**config.mk**
```make
export PLATFORM = sky130hd
export DESIGN_NAME = tpg_timing_ctrl
export DESIGN_NICKNAME = d
export VERILOG_FILES = /design/src/rtl/tpg_timing_ctrl.sv
export SDC_FILE = /design/constraint.sdc
export NUM_CORES = 1
export LEC_CHECK = 0
export CAP_MARGIN = 15
export CORE_MARGIN = 5
export CORE_UTILIZATION = 54
export CTS_CLUSTER_SIZE = 14
export DETAILED_ROUTE_END_ITERATION = 16
export GPL_ROUTABILITY_DRIVEN = 0
export PLACE_DENSITY = 0.87
export SYNTH_ARGS = -nofsm -noshare
export SYNTH_HDL_FRONTEND = slang
export SYNTH_SLANG_ARGS = --single-unit
export TNS_END_PERCENT = 20
```
**constraint.sdc**
```tcl
create_clock -name clk -period 2.2 [get_ports clk]
set_input_delay 0.44 -clock clk [delete_from_list [all_inputs] [get_ports clk]]
set_output_delay 0.44 -clock clk [all_outputs]
set_load 0.01 [all_outputs]
```
**src/rtl/tpg_timing_ctrl.sv**
```systemverilog
`default_nettype none
// ============================================================================
//  Module      : tpg_timing_ctrl
//  Description : Shadow/active timing register bank for the tpg pattern
//                generator. A commit swaps the shadow bank into the active
//                outputs at a frame boundary (vs rising edge), holding the
//                tpg in reset while it settles. A watchdog forces the swap
//                if no frame edge turns up.
//  Revision    : 1.0  initial release
// ============================================================================
module tpg_timing_ctrl #(
  parameter int H_BITS       = 12,
  parameter int V_BITS       = 12,
  parameter int SETTLE       = 4,
  parameter int TIMEOUT_BITS = 24
) (
  input  logic              clk,
  input  logic              rst_n,
  input  logic              cfg_we,
  input  logic [3:0]        cfg_addr,
  input  logic [15:0]       cfg_wdata,
  input  logic              commit_req,
  output logic              commit_ack,
  output logic              cfg_err,
  output logic              timeout_err,
  output logic              busy,
  input  logic              vs_q,
  output logic              tpg_rst_n,
  output logic [H_BITS-1:0] tHS_START,
  output logic [H_BITS-1:0] tHS_END,
  output logic [H_BITS-1:0] tHACT_START,
  output logic [H_BITS-1:0] tHACT_END,
  output logic [H_BITS-1:0] tH_END,
  output logic [V_BITS-1:0] tVS_START,
  output logic [V_BITS-1:0] tVS_END,
  output logic [V_BITS-1:0] tVACT_START,
  output logic [V_BITS-1:0] tVACT_END,
  output logic [H_BITS-1:0] tV_END
);

  // Storage width covers the widest field; tV_END follows the tpg's H width.
  localparam int c_FW      = (H_BITS > V_BITS) ? H_BITS : V_BITS;
  localparam int c_NF      = 10;
  localparam int c_SW      = (SETTLE > 1) ? $clog2(SETTLE) : 1;
  localparam int c_IDX_HE  = 4;
  localparam int c_IDX_VE  = 9;

  localparam logic [2:0] c_HALT    = 3'd0;
  localparam logic [2:0] c_RUN     = 3'd1;
  localparam logic [2:0] c_WAIT_VS = 3'd2;
  localparam logic [2:0] c_LOAD    = 3'd3;
  localparam logic [2:0] c_SETTLE  = 3'd4;

  logic [2:0]              state_q, state_d;
  logic [c_FW-1:0]         sh_q  [c_NF];
  logic [c_FW-1:0]         act_q [c_NF];
  logic                    vs_dly_q;
  logic [TIMEOUT_BITS-1:0] wd_q;
  logic [c_SW-1:0]         cnt_q;
  logic                    ack_q, ack_d;
  logic                    err_q, err_d;
  logic                    tmo_q, tmo_d;
  logic                    trst_q, trst_d;

  logic w_vs_rise;
  logic w_commit_ok;
  logic w_wd_full;
  logic w_start;
  logic unused_wdata;

  assign w_vs_rise   = vs_q & ~vs_dly_q;
  assign w_commit_ok = (sh_q[c_IDX_HE][H_BITS-1:0] != '0) &&
                       (sh_q[c_IDX_VE][H_BITS-1:0] != '0);
  assign w_wd_full   = &wd_q;
  // Accepted commit out of RUN: restarts the watchdog and clears timeout_err.
  assign w_start     = (state_q == c_RUN) && commit_req && w_commit_ok;
  assign unused_wdata = &{1'b0, cfg_wdata[15:c_FW]};

  // FSM state register
  always_ff @(posedge clk or negedge rst_n) begin
    if (!rst_n) state_q <= c_HALT;
    else        state_q <= state_d;
  end

  // FSM next-state logic
  always_comb begin
    state_d = state_q;
    case (state_q)
      c_HALT:    if (commit_req && w_commit_ok) state_d = c_LOAD;
      c_RUN:     if (commit_req && w_commit_ok) state_d = c_WAIT_VS;
      c_WAIT_VS: if (w_vs_rise || w_wd_full)    state_d = c_LOAD;
      c_LOAD:    state_d = c_SETTLE;
      c_SETTLE:  if (cnt_q == '0)               state_d = c_RUN;
      default:   state_d = c_HALT;
    endcase
  end

  // FSM outputs: busy decode plus next values of the registered strobes
  always_comb begin
    busy   = (state_q == c_WAIT_VS) || (state_q == c_LOAD) || (state_q == c_SETTLE);
    ack_d  = (state_q == c_SETTLE) && (cnt_q == '0);
    err_d  = commit_req && !busy && !w_commit_ok;
    tmo_d  = tmo_q;
    if (w_start) tmo_d = 1'b0;
    // A coincident frame edge wins over the watchdog and leaves the flag clear.
    if ((state_q == c_WAIT_VS) && w_wd_full && !w_vs_rise) tmo_d = 1'b1;
    // tpg keeps running through WAIT_VS and the LOAD cycle, then sits in reset.
    case (state_q)
      c_RUN, c_WAIT_VS: trst_d = 1'b1;
      c_SETTLE:         trst_d = (cnt_q == '0);
      default:          trst_d = 1'b0;
    endcase
  end

  // Registered status/strobe outputs and frame-edge delay
  always_ff @(posedge clk or negedge rst_n) begin
    if (!rst_n) begin
      ack_q    <= 1'b0;
      err_q    <= 1'b0;
      tmo_q    <= 1'b0;
      trst_q   <= 1'b0;
      vs_dly_q <= 1'b0;
    end else begin
      ack_q    <= ack_d;
      err_q    <= err_d;
      tmo_q    <= tmo_d;
      trst_q   <= trst_d;
      vs_dly_q <= vs_q;
    end
  end

  // Watchdog counts WAIT_VS cycles; settle counter runs down through SETTLE
  always_ff @(posedge clk or negedge rst_n) begin
    if (!rst_n) begin
      wd_q  <= '0;
      cnt_q <= '0;
    end else begin
      if (w_start)                     wd_q <= '0;
      else if (state_q == c_WAIT_VS)   wd_q <= wd_q + TIMEOUT_BITS'(1);
      if (state_q == c_LOAD)           cnt_q <= c_SW'(SETTLE - 1);
      else if (state_q == c_SETTLE)    cnt_q <= cnt_q - c_SW'(1);
    end
  end

  // Shadow bank writes (any state) and active bank load (LOAD only)
  always_ff @(posedge clk or negedge rst_n) begin
    if (!rst_n) begin
      for (int i = 0; i < c_NF; i++) begin
        sh_q[i]  <= '0;
        act_q[i] <= '0;
      end
    end else begin
      if (cfg_we && (cfg_addr < 4'd10)) sh_q[cfg_addr] <= cfg_wdata[c_FW-1:0];
      // Right-hand side is the pre-edge shadow, so a same-cycle write is excluded.
      if (state_q == c_LOAD) begin
        for (int i = 0; i < c_NF; i++) act_q[i] <= sh_q[i];
      end
    end
  end

  assign commit_ack  = ack_q;
  assign cfg_err     = err_q;
  assign timeout_err = tmo_q;
  assign tpg_rst_n   = trst_q;

  assign tHS_START   = act_q[0][H_BITS-1:0];
  assign tHS_END     = act_q[1][H_BITS-1:0];
  assign tHACT_START = act_q[2][H_BITS-1:0];
  assign tHACT_END   = act_q[3][H_BITS-1:0];
  assign tH_END      = act_q[4][H_BITS-1:0];
  assign tVS_START   = act_q[5][V_BITS-1:0];
  assign tVS_END     = act_q[6][V_BITS-1:0];
  assign tVACT_START = act_q[7][V_BITS-1:0];
  assign tVACT_END   = act_q[8][V_BITS-1:0];
  assign tV_END      = act_q[9][H_BITS-1:0];

endmodule
`default_nettype wire
```
==> impl_metrics.csv, run 1 <==
group,metric,value,unit
run_status,status,"finished clean",
layout,filler_cell_count,1271,
routing,drt_pass1_iterations,4,
routing,dr_vias_cell,5.40,
place,placement.setup.worst_slack,0.0463,ns
place,io_buffer_count,145,
worst_setup_path,timing.reg2reg.worst_path_depth,6,
timing,worst_slew_margin,0.504,
worst_setup_path,worst_setup_path_start_kind,"flop",
power,finalPower,0.0188,W
timing,timing.final.setup_violations,0,
floorplanning,floorplan.rows,51,
synthesis,synthDominantAreaCellType,"sky130_fd_sc_hd__dfrtp_1",
global_routing,via_count_of_the_first_global_routing_pass,6973,
floorplanning,die_width,151,um
synthesis,number_of_nets_produced_by_synthesis,736,
timing,tightest_slew,0.742,ns
routing,remaining_drc_errors,0,
worst_setup_path,cpLargestDelayFamily,"simple AND/OR/NAND/NOR gates",
clock_tree,clk_transition_reported_paths,0.06,ns
min_path,timing.hold.worst.class,"primary input to flop",
global_routing,grt_start_max_net_pins,71,
synthesis,synth.cell_area,0.0107,mm^2
timing,final-max-slew-violation-count,0,
timing,finClkSkew,0.0132,ns
power,power-per-cell-area,1380,mW/mm^2
worst_setup_path,worstSetupPathType,"flop to primary output",
synthesis,seq_area_frac_synth,0.642,
power,power_leakage,6.11,nW
layout,fin_nets,903,
synthesis,syn_inst,709,
clock_tree,cts_tree,"yes",
min_path,hp-start,"vs_q",
synthesis,ys_types,37,
min_path,whs_path_depth,1,
synthesis,synth_area_in_compound_gates,0.00844,
job,cap_violations,0,
timing,hold_viol_final,0,
synthesis,most_instantiated_cells_after_synthesis,"274 x sky130_fd_sc_hd__dfrtp_1, 241 x sky130_fd_sc_hd__mux2_2, 34 x sky130_fd_sc_hd__nor2_1, 17 x sky130_fd_sc_hd__xor2_1",
floorplanning,die_h,151,um
place,dp_hpwl,15300,um
synthesis,yosys.area_share.simple,0.0514,
worst_setup_path,worstPathArrival,1.65,ns
synthesis,ys.flop_type,"sky130_fd_sc_hd__dfrtp_1",
global_routing,grtUsageTotal,0.220,
global_routing,antenna_found_initial,1,
synthesis,synth_top_family_by_area,"multiplexers",
routing,drt-initial-drc-count,362,
min_path,hold_end,"vs_dly_q$_DFF_PN0_",
floorplanning,design.die.area,0.0227,mm^2
synthesis,post_synth_fa_ha_maj_area_fraction,0.00234,
synthesis,post_synth_xor_area_fraction,0.0197,
synthesis,muxShareOfSynthArea,0.255,
clock_tree,buffer_levels_on_the_longest_clock_path,3,
routing,route.detailed.wl_per_inst,20.6,um
timing,setup_total_neg_slack,0,ns
floorplanning,core_area,0.0195,mm^2
worst_setup_path,critical_path.reg2reg.endpoint,"wd_q[22]$_DFFE_PN0P_",
synthesis,synth_area_leaders,"sky130_fd_sc_hd__dfrtp_1 64%, sky130_fd_sc_hd__mux2_2 25%, sky130_fd_sc_hd__xor2_1 1.4%",
clock_tree,ctsHtreeMaxLevel,1,
worst_setup_path,crit_chain,"inv_1 > or3_2 > o21ai_2 > buf_2",
worst_setup_path,critPathMaxStageDelay,0.50,ns
worst_setup_path,rr_startpoint,"state_q[0]$_DFFE_PN0P_",
global_routing,grt.overflow.total,0,
worst_setup_path,worstSetupEndpointType,"primary output",
floorplanning,io-pin-count,150,
synthesis,avgSynthCellArea,15.1,um^2
routing,drt.antenna.violating_nets,0,
synthesis,synth-seq-cells,274,
timing,final_period_minus_worst_setup_slack,2.09,ns
timing,fin_crit_sh,0.950,
clock_tree,clock_sinks,274,
synthesis,share_of_synthesized_flip_flops_with_an_asynchronous_set_or_reset,1.00,
floorplanning,start_util,0.549,
clock_tree,cts_inserted_buffers,27,
clock_tree,worstSkewPairLatency,0.53,ns
layout,syn_to_final_growth,27.9,%
worst_setup_path,setup.reg_to_reg.worst_slack,0.21,ns
worst_setup_path,worstPathBufferInverterCount,2,
layout,drive_above_1_share,0.374,
synthesis,netlist.area_leader.share,0.642,
synthesis,synthMostInstantiatedCell,"sky130_fd_sc_hd__dfrtp_1",
worst_setup_path,worst-path-max-fanout,3,
clock_tree,cts-root-buf,"sky130_fd_sc_hd__clkbuf_16",
layout,antenna_cells,0,
timing,rsz_0062_raised_after_global_routing,"no",
timing,final_critical_path_setup_slack,0.110,ns
synthesis,synth-edff-count,0,
synthesis,count_of_yosys_warnings_during_synthesis,0,
worst_setup_path,slowest_stage,"sky130_fd_sc_hd__or3_2",
routing,wl,23900,um
power,vdd_ir_drop_max,923,uV
routing,vias,6268,
worst_setup_path,critical_path_required,1.76,ns
global_routing,first_pass_grt_wire_length,38700,um
timing,fmax,0.479,GHz
power by group:
| group | switching [W] | internal, W |
|---|---|---|
| clock | 0.00189 | 0.00289 |
| combinational | 0.00241 | 0.00373 |
| sequential | 0.00107 | 0.00680 |
| total | 0.00537 | 0.0134 |
what timing repair did:
item,4_1_cts,5_1_grt
buffers inserted,0,0
gates resized for setup,4,2
hold buffers,1,0
hold endpoints to repair,60,0
setup endpoints to repair,1,1
cell usage in the layout, fill, tap and decap left out, types with 3 or more instances in the layout:
| cell | n |
|---|---|
| sky130_fd_sc_hd__mux2_2 | 241 |
| sky130_fd_sc_hd__clkdlybuf4s50_1 | 143 |
| sky130_fd_sc_hd__buf_4 | 22 |
| sky130_fd_sc_hd__nand3_1 | 14 |
| sky130_fd_sc_hd__xor2_1 | 17 |
| sky130_fd_sc_hd__nor3_1 | 3 |
| sky130_fd_sc_hd__buf_12 | 12 |
| sky130_fd_sc_hd__clkbuf_8 | 5 |
| sky130_fd_sc_hd__nor2_1 | 34 |
| sky130_fd_sc_hd__bufinv_16 | 4 |
| sky130_fd_sc_hd__nand2_1 | 11 |
| sky130_fd_sc_hd__clkbuf_16 | 27 |
| sky130_fd_sc_hd__nor4_1 | 6 |
| sky130_fd_sc_hd__nand4_1 | 9 |
| sky130_fd_sc_hd__o21ai_0 | 3 |
| sky130_fd_sc_hd__dfrtp_1 | 274 |
| sky130_fd_sc_hd__nand3b_1 | 3 |
| sky130_fd_sc_hd__and3_1 | 5 |
| sky130_fd_sc_hd__clkinv_2 | 8 |
| sky130_fd_sc_hd__xnor2_1 | 7 |
| sky130_fd_sc_hd__inv_1 | 9 |
cells by family (layout without fill, tap and decap cells):
| group | count (synthesis) | count (layout) |
|---|---|---|
| compound gates | 14 | 14 |
| xor+xnor | 24 | 24 |
| fa+ha+maj | 2 | 2 |
| buf+inv | 51 | 238 |
| flops | 274 | 274 |
| mux | 242 | 242 |
| simple gates | 102 | 102 |
sequential cells by signal (all words and copies together), names as in the netlist, 2 cells and up:
name,cells
tVACT_END,12
tV_END,12
state_q,3
tH_END,12
tHACT_END,12
tHS_START,12
tVS_END,12
tHS_END,12
tVS_START,12
tHACT_START,12
tVACT_START,12
sh_q,120
wd_q,24
cnt_q,2
worst register-to-register path: stages, from the launching register on:
cell and delay (ns):
sky130_fd_sc_hd__dfrtp_1 0.38, sky130_fd_sc_hd__buf_4 0.19, sky130_fd_sc_hd__or3b_4 0.42, sky130_fd_sc_hd__nor4b_4 0.48
sky130_fd_sc_hd__nand4_1 0.17, sky130_fd_sc_hd__xor2_1 0.18, sky130_fd_sc_hd__nor2_2 0.05
per-stage QoR:
stage / util / instances / area, um^2 / hold slack (ns)
2_1_floorplan: - / 709 / 10700 / 0.144
3_3_place_gp: 0.653 / 1111 / 12700 / 0.453
3_5_place_dp: 0.653 / 1111 / 12700 / 0.449
4_1_cts: 0.701 / 1161 / 13600 / 0.399
5_1_grt: 0.702 / 1161 / 13700 / 0.395
6_report: 0.702 / 1161 / 13700 / 0.406
routing by layer:
| metal | global-route usage | up-vias | routed length [um] |
|---|---|---|---|
| met5 | 0 | - | 0 |
| met4 | 0.0612 | 0 | 522 |
| met3 | 0.0728 | 39 | 1910 |
| met2 | 0.343 | 176 | 11300 |
| met1 | 0.298 | 3242 | 10200 |
| li1 | - | 2811 | - |
area by class of cell:
| type | count | area, um^2 | share of cell area |
|---|---|---|---|
| Clock buffer | 34 | 752 | 0.0551 |
| Clock inverter | 15 | 184 | 0.0135 |
| Inverter | 9 | 33.8 | 0.00247 |
| Multi-Input combinational cell | 384 | 3630 | 0.266 |
| Sequential cell | 274 | 6860 | 0.502 |
| Tap cell | 265 | 332 | 0.0243 |
| Timing Repair Buffer | 180 | 1870 | 0.137 |
worst max path at each step:
stage	start	to	slack, ns	cells past startpoint
after global routing	state_q[2]$_DFFE_PN0P_	busy	0.02	4
after CTS	state_q[2]$_DFFE_PN0P_	busy	0.03	4
after detailed placement	cfg_we	sh_q[63]$_DFFE_PN0P_	0.05	5
final	state_q[2]$_DFFE_PN0P_	busy	0.11	4
after floorplan	state_q[2]$_DFFE_PN0P_	wd_q[22]$_DFFE_PN0P_	0.43	6
after global placement	cfg_addr[0]	sh_q[106]$_DFFE_PN0P_	0.11	5
Power figures use the tool's default switching activity.
==> run 2, diff against run 1 <==
--- a/config.mk
+++ b/config.mk
@@ -5,13 +5,12 @@
 export SDC_FILE = /design/constraint.sdc
 export NUM_CORES = 1
 export LEC_CHECK = 0
-export CAP_MARGIN = 15
 export CORE_MARGIN = 5
 export CORE_UTILIZATION = 54
 export CTS_CLUSTER_SIZE = 14
 export DETAILED_ROUTE_END_ITERATION = 16
 export GPL_ROUTABILITY_DRIVEN = 0
-export PLACE_DENSITY = 0.87
+export PLACE_DENSITY = 0.79
 export SYNTH_ARGS = -nofsm -noshare
 export SYNTH_HDL_FRONTEND = slang
 export SYNTH_SLANG_ARGS = --single-unit
==> run 2 against run 1 <==
  * Clock power fell by 6.1%
  * Non-clock buffer count fell by 9
  * Total power fell by 1.6%
  * Routed wire length rose by 1.0%
  * Final area fell by 1.3%
  * Via count fell by 0.21%
  * Global-route usage rose by 0.17 points
  * Worst setup slack improved by 0.038 ns
  * Critical path depth did not move
  * Sequential cell count did not move
  * Die area did not move
  * Critical path type unchanged
==> impl_metrics.csv, run 2 (synthesis gave the netlist of run 1 again) <==
group,metric,value,unit
power,power-per-cell-area,1370,mW/mm^2
worst_setup_path,critical_path_required,1.76,ns
power,power_leakage,6.02,nW
routing,route.met2.wl,11900,um
global_routing,via_count_of_the_first_global_routing_pass,7081,
routing,drt.antenna.violating_nets,0,
layout,final_cell_count_no_fill,1149,
routing,top_layer,"met4",
min_path,timing.hold.worst.class,"primary input to flop",
clock_tree,cts_inserted_buffers,27,
global_routing,grt_start_max_net_pins,62,
global_routing,first_pass_grt_wire_length,39000,um
place,placement.setup.worst_slack,-0.0160,ns
global_routing,antenna_found_initial,0,
layout,fin_nets,894,
global_routing,grt.overflow.total,0,
floorplanning,floorplan.rows,51,
timing,fin_crit_sh,0.933,
routing,vias,6255,
clock_tree,ctsHtreeMaxLevel,1,
worst_setup_path,worst-path-max-fanout,3,
job,cap_violations,0,
timing,final_critical_path_setup_slack,0.148,ns
layout,regMostFlops,"sh_q",
clock_tree,cts_tree,"yes",
timing,finClkSkew,0.0130,ns
routing,detailroute.wirelength.met3,1560,um
place,io_buffer_count,145,
layout,layout_top_registers,"sh_q: 120 flops, wd_q: 24 flops",
timing,tightest_slew,0.762,ns
floorplanning,start_util,0.549,
worst_setup_path,worstSetupEndpointType,"primary output",
worst_setup_path,worstPathArrival,1.61,ns
clock_tree,worstSkewPairLatency,0.55,ns
layout,final_util,0.692,
clock_tree,clk_transition_reported_paths,0.06,ns
routing,dr_vias_cell,5.44,
routing,wl,24200,um
floorplanning,die_h,151,um
timing,rsz_0062_raised_after_global_routing,"no",
place,dp_hpwl,15900,um
timing,timing.final.setup_violations,0,
timing,hold_viol_final,0,
timing,final_period_minus_worst_setup_slack,2.05,ns
routing,drt_pass1_iterations,4,
floorplanning,die_width,151,um
timing,setup_total_neg_slack,0,ns
place,count_of_placed_standard_cells_including_taps,1102,
timing,fmax,0.487,GHz
worst_setup_path,worst_setup_path_start_kind,"flop",
clock_tree,post_cts.repair.setup_buffers,0,
worst_setup_path,worstSetupPathType,"flop to primary output",
clock_tree,clock_sinks,274,
floorplanning,io-pin-count,150,
run_status,status,"finished clean",
floorplanning,design.die.area,0.0227,mm^2
layout,antenna_cells,0,
routing,drt-initial-drc-count,356,
routing,wirelength_met1,10200,um
layout,drive_above_1_share,0.364,
power,vdd_ir_drop_max,1010,uV
worst_setup_path,timing.reg2reg.worst_path_depth,6,
clock_tree,buffer_levels_on_the_longest_clock_path,3,
layout,max_ffs_per_register,120,
global_routing,grtUsageTotal,0.221,
clock_tree,cts-root-buf,"sky130_fd_sc_hd__clkbuf_16",
routing,route.detailed.wl_per_inst,21.0,um
min_path,whs_path_depth,1,
layout,layout_commonest_cell,"sky130_fd_sc_hd__dfrtp_1",
layout,syn_to_final_growth,26.2,%
timing,worst_slew_margin,0.490,
floorplanning,core_area,0.0195,mm^2
layout,mostFrequentLayoutCells,"274 x sky130_fd_sc_hd__dfrtp_1, 241 x sky130_fd_sc_hd__mux2_2, 143 x sky130_fd_sc_hd__clkdlybuf4s50_1, 34 x sky130_fd_sc_hd__nor2_1, 27 x sky130_fd_sc_hd__clkbuf_16",
routing,remaining_drc_errors,0,
timing,final-max-slew-violation-count,0,
[run 2: worst paths after layout]
path	slack (ns)	startpoint	to
min in group asynchronous	0.44	rst_n	sh_q[105]$_DFFE_PN0P_
worst max-delay path	0.15	state_q[2]$_DFFE_PN0P_	busy
max in group asynchronous	1.00	rst_n	tVS_START[4]$_DFFE_PN0P_
worst min register to register	0.49	sh_q[36]$_DFFE_PN0P_	tVS_END[0]$_DFFE_PN0P_
worst max register to register	0.19	state_q[2]$_DFFE_PN0P_	wd_q[16]$_DFFE_PN0P_
worst min-delay path	0.38	vs_q	vs_dly_q$_DFF_PN0_
[run 2: through the flow]
| step | cell area (um^2) | hold slack (ns) | total power, W |
|---|---|---|---|
| after floorplan | 10700 | 0.144 | 0.0108 |
| after global placement | 12600 | 0.416 | 0.0137 |
| after detailed placement | 12600 | 0.423 | 0.0141 |
| after CTS | 13500 | 0.369 | 0.0187 |
| after global routing | 13500 | 0.367 | 0.0194 |
| final | 13500 | 0.382 | 0.0185 |
[run 2: power by group]
part / total [W] / switching, W / internal, W
sequential: 0.00789 / 0.00109 / 0.00681
combinational: 0.00609 / 0.00240 / 0.00370
clock: 0.00449 / 0.00188 / 0.00262
total: 0.0185 / 0.00536 / 0.0131
[run 2: critical path, stage by stage, from the launching register on]
cell,delay (ns)
sky130_fd_sc_hd__dfrtp_1,0.36
sky130_fd_sc_hd__inv_1,0.08
sky130_fd_sc_hd__or3_4,0.40
sky130_fd_sc_hd__o21ai_2,0.08
sky130_fd_sc_hd__buf_2,0.15
[run 2: final cells by class]
type | count | area, um^2
Timing Repair Buffer | 171 | 1750
Inverter | 9 | 33.8
Tap cell | 265 | 332
Sequential cell | 274 | 6860
Clock inverter | 12 | 128
Clock buffer | 34 | 742
Multi-Input combinational cell | 384 | 3630
Fill cell | 1302 | 5990
[run 2: what timing repair did]
item                                    in CTS  in global routing
endpoints found under the hold margin       56                  0
endpoints found under the setup margin       1                  1
hold buffers                                 1                  0
gates resized for setup                      6                  1
[run 2: metal layers]
metal / up-vias / global-route usage
met5: - / 0
met3: 39 / 0.0620
met1: 3270 / 0.289
li1: 2796 / -
met4: 0 / 0.0476
met2: 150 / 0.373
==> run 3, diff against run 2 <==
--- a/config.mk
+++ b/config.mk
@@ -7,11 +7,11 @@
 export LEC_CHECK = 0
 export CORE_MARGIN = 5
 export CORE_UTILIZATION = 54
-export CTS_CLUSTER_SIZE = 14
+export CTS_CLUSTER_SIZE = 10
 export DETAILED_ROUTE_END_ITERATION = 16
 export GPL_ROUTABILITY_DRIVEN = 0
 export PLACE_DENSITY = 0.79
 export SYNTH_ARGS = -nofsm -noshare
 export SYNTH_HDL_FRONTEND = slang
 export SYNTH_SLANG_ARGS = --single-unit
-export TNS_END_PERCENT = 20
+export TNS_END_PERCENT = 50
==> run 3 against run 2 <==
  * Non-clock buffer count stayed put
  * Maximum frequency grew 0.11%
  * Final cell count decreased by 1.0%
  * Combinational power about the same
  * Critical path type unchanged
  * Largest power group unchanged
  * Highest routed layer unchanged
==> impl_metrics.csv, run 3 (synthesis gave the netlist of run 1 again) <==
group,metric,value,unit
floorplanning,io-pin-count,150,
layout,drive_above_1_share,0.358,
worst_setup_path,timing.critical_path.from,"state_q[2]$_DFFE_PN0P_",
routing,dr_vias_cell,5.52,
place,placement.setup.worst_slack,-0.0160,ns
layout,layout_top_registers,"sh_q: 120 flops, wd_q: 24 flops",
floorplanning,core_area,0.0195,mm^2
worst_setup_path,worst_setup_path_start_kind,"flop",
power,vdd_ir_drop_max,934,uV
global_routing,first_pass_grt_wire_length,38800,um
worst_setup_path,crit_chain,"inv_1 > or3_4 > o21ai_2 > buf_2",
routing,remaining_drc_errors,0,
timing,fin_hold_ws,0.389,ns
place,dp_hpwl,15900,um
power,pwr-share-seq,0.432,
worst_setup_path,worstSetupPathType,"flop to primary output",
layout,finalInstanceArea,0.0134,mm^2
layout,layout_commonest_cell,"sky130_fd_sc_hd__dfrtp_1",
worst_setup_path,critical_path_required,1.76,ns
timing,finClkSkew,0.0160,ns
clock_tree,cts-root-buf,"sky130_fd_sc_hd__clkbuf_16",
layout,mostFrequentLayoutCells,"274 x sky130_fd_sc_hd__dfrtp_1, 241 x sky130_fd_sc_hd__mux2_2, 143 x sky130_fd_sc_hd__clkdlybuf4s50_1, 34 x sky130_fd_sc_hd__nor2_1, 31 x sky130_fd_sc_hd__clkbuf_16",
floorplanning,design.die.area,0.0227,mm^2
layout,regMostFlops,"sh_q",
floorplanning,floorplan.rows,51,
clock_tree,clock_sinks,274,
place,post_dp_cell_area,0.0126,mm^2
floorplanning,die_width,151,um
worst_setup_path,setup.reg_to_reg.worst_slack,0.19,ns
power,power_leakage,5.98,nW
timing,final_critical_path_setup_slack,0.151,ns
power,net_switching_power_of_the_design,0.00524,W
power,sw_frac_of_total,0.287,
worst_setup_path,slowest_stage,"sky130_fd_sc_hd__or3_4",
clock_tree,clk_transition_reported_paths,0.06,ns
power,power.internal,0.0130,W
timing,fin_crit_sh,0.932,
worst_setup_path,worst-path-max-fanout,3,
layout,syn_to_final_growth,25.5,%
power,pwr-share-comb,0.334,
clock_tree,ctsHtreeMaxLevel,1,
clock_tree,buffer_levels_on_the_longest_clock_path,3,
clock_tree,cts_inserted_buffers,31,
worst_setup_path,rr_startpoint,"state_q[2]$_DFFE_PN0P_",
timing,hold_viol_final,0,
routing,route.detailed.wl_per_inst,21.3,um
worst_setup_path,cpLargestDelayFamily,"simple AND/OR/NAND/NOR gates",
layout,final_util,0.689,
routing,vias,6279,
place,io_buffer_count,145,
global_routing,via_count_of_the_first_global_routing_pass,7011,
worst_setup_path,worstPathArrival,1.61,ns
worst_setup_path,critPathMaxStageDelay,0.40,ns
power,p_clk_frac,0.233,
timing,fmax,0.488,GHz
job,cap_violations,0,
min_path,hp-start,"vs_q",
global_routing,grtUsageTotal,0.221,
worst_setup_path,worstSetupEndpointType,"primary output",
run_status,status,"finished clean",
clock_tree,cts_tree,"yes",
power,finalPower,0.0182,W
floorplanning,start_util,0.549,
timing,timing.final.setup_violations,0,
timing,final-max-slew-violation-count,0,
global_routing,grt.overflow.total,0,
min_path,timing.hold.worst.class,"primary input to flop",
routing,drt.antenna.violating_nets,0,
timing,rsz_0062_raised_after_global_routing,"no",
global_routing,antenna_found_initial,0,
floorplanning,die_h,151,um
routing,drt_pass1_iterations,4,
timing,final_period_minus_worst_setup_slack,2.05,ns
global_routing,grt_start_max_net_pins,62,
worst_setup_path,worstPathBufferInverterCount,2,
timing,tightest_slew,0.788,ns
routing,drt-initial-drc-count,315,
clock_tree,post_cts.repair.setup_buffers,0,
routing,wl,24200,um
layout,max_ffs_per_register,120,
timing,worst_slew_margin,0.473,
layout,antenna_cells,0,
clock_tree,worstSkewPairLatency,0.54,ns
power,power-per-cell-area,1360,mW/mm^2
layout,fin_nets,898,
[run 3: what timing repair did]
item,in CTS,in global routing
hold buffers,1,0
endpoints found under the hold margin,56,0
gates resized for setup,6,1
endpoints found under the setup margin,1,1
[run 3: worst paths after layout]
| check | end | cells after the start |
|---|---|---|
| max in group asynchronous | sh_q[51]$_DFFE_PN0P_ | 3 |
| hold / removal | vs_dly_q$_DFF_PN0_ | 1 |
| min in group asynchronous | sh_q[105]$_DFFE_PN0P_ | 2 |
| setup reg to reg | wd_q[22]$_DFFE_PN0P_ | 6 |
| hold reg to reg | sh_q[14]$_DFFE_PN0P_ | 1 |
| setup / recovery | busy | 4 |
[run 3: metal layers]
layer | vias up | global-route usage | part of all wire
li1 | 2779 | - | -
met1 | 3306 | 0.285 | 0.42
met2 | 156 | 0.370 | 0.49
met3 | 38 | 0.0644 | 0.070
met4 | 0 | 0.0576 | 0.022
met5 | - | 0 | 0
[run 3: stage by stage]
stage	std cells	TNS, ns
4_1_cts	1137	0
5_1_grt	1137	0
6_report	1137	0
3_3_place_gp	1102	0
3_5_place_dp	1102	-0.0566
2_1_floorplan	709	0
[run 3: final cells by class]
cell class | count | area, um^2
Fill cell | 1302 | 6060
Sequential cell | 274 | 6860
Multi-Input combinational cell | 384 | 3630
Clock buffer | 33 | 793
Tap cell | 265 | 332
Timing Repair Buffer | 171 | 1750
Clock inverter | 1 | 5.00
Inverter | 9 | 33.8
[run 3: power groups by stage]
| stage | Clock [W] | Sequential (W) | Combinational [W] |
|---|---|---|---|
| 6_report | 0.00426 | 0.00789 | 0.00610 |
| 5_1_grt | 0.00455 | 0.00810 | 0.00655 |
| 4_1_cts | 0.00434 | 0.00790 | 0.00619 |
| 3_5_place_dp | 0 | 0.00795 | 0.00614 |
| 3_3_place_gp | 0 | 0.00781 | 0.00594 |
| 2_1_floorplan | 0 | 0.00816 | 0.00261 |
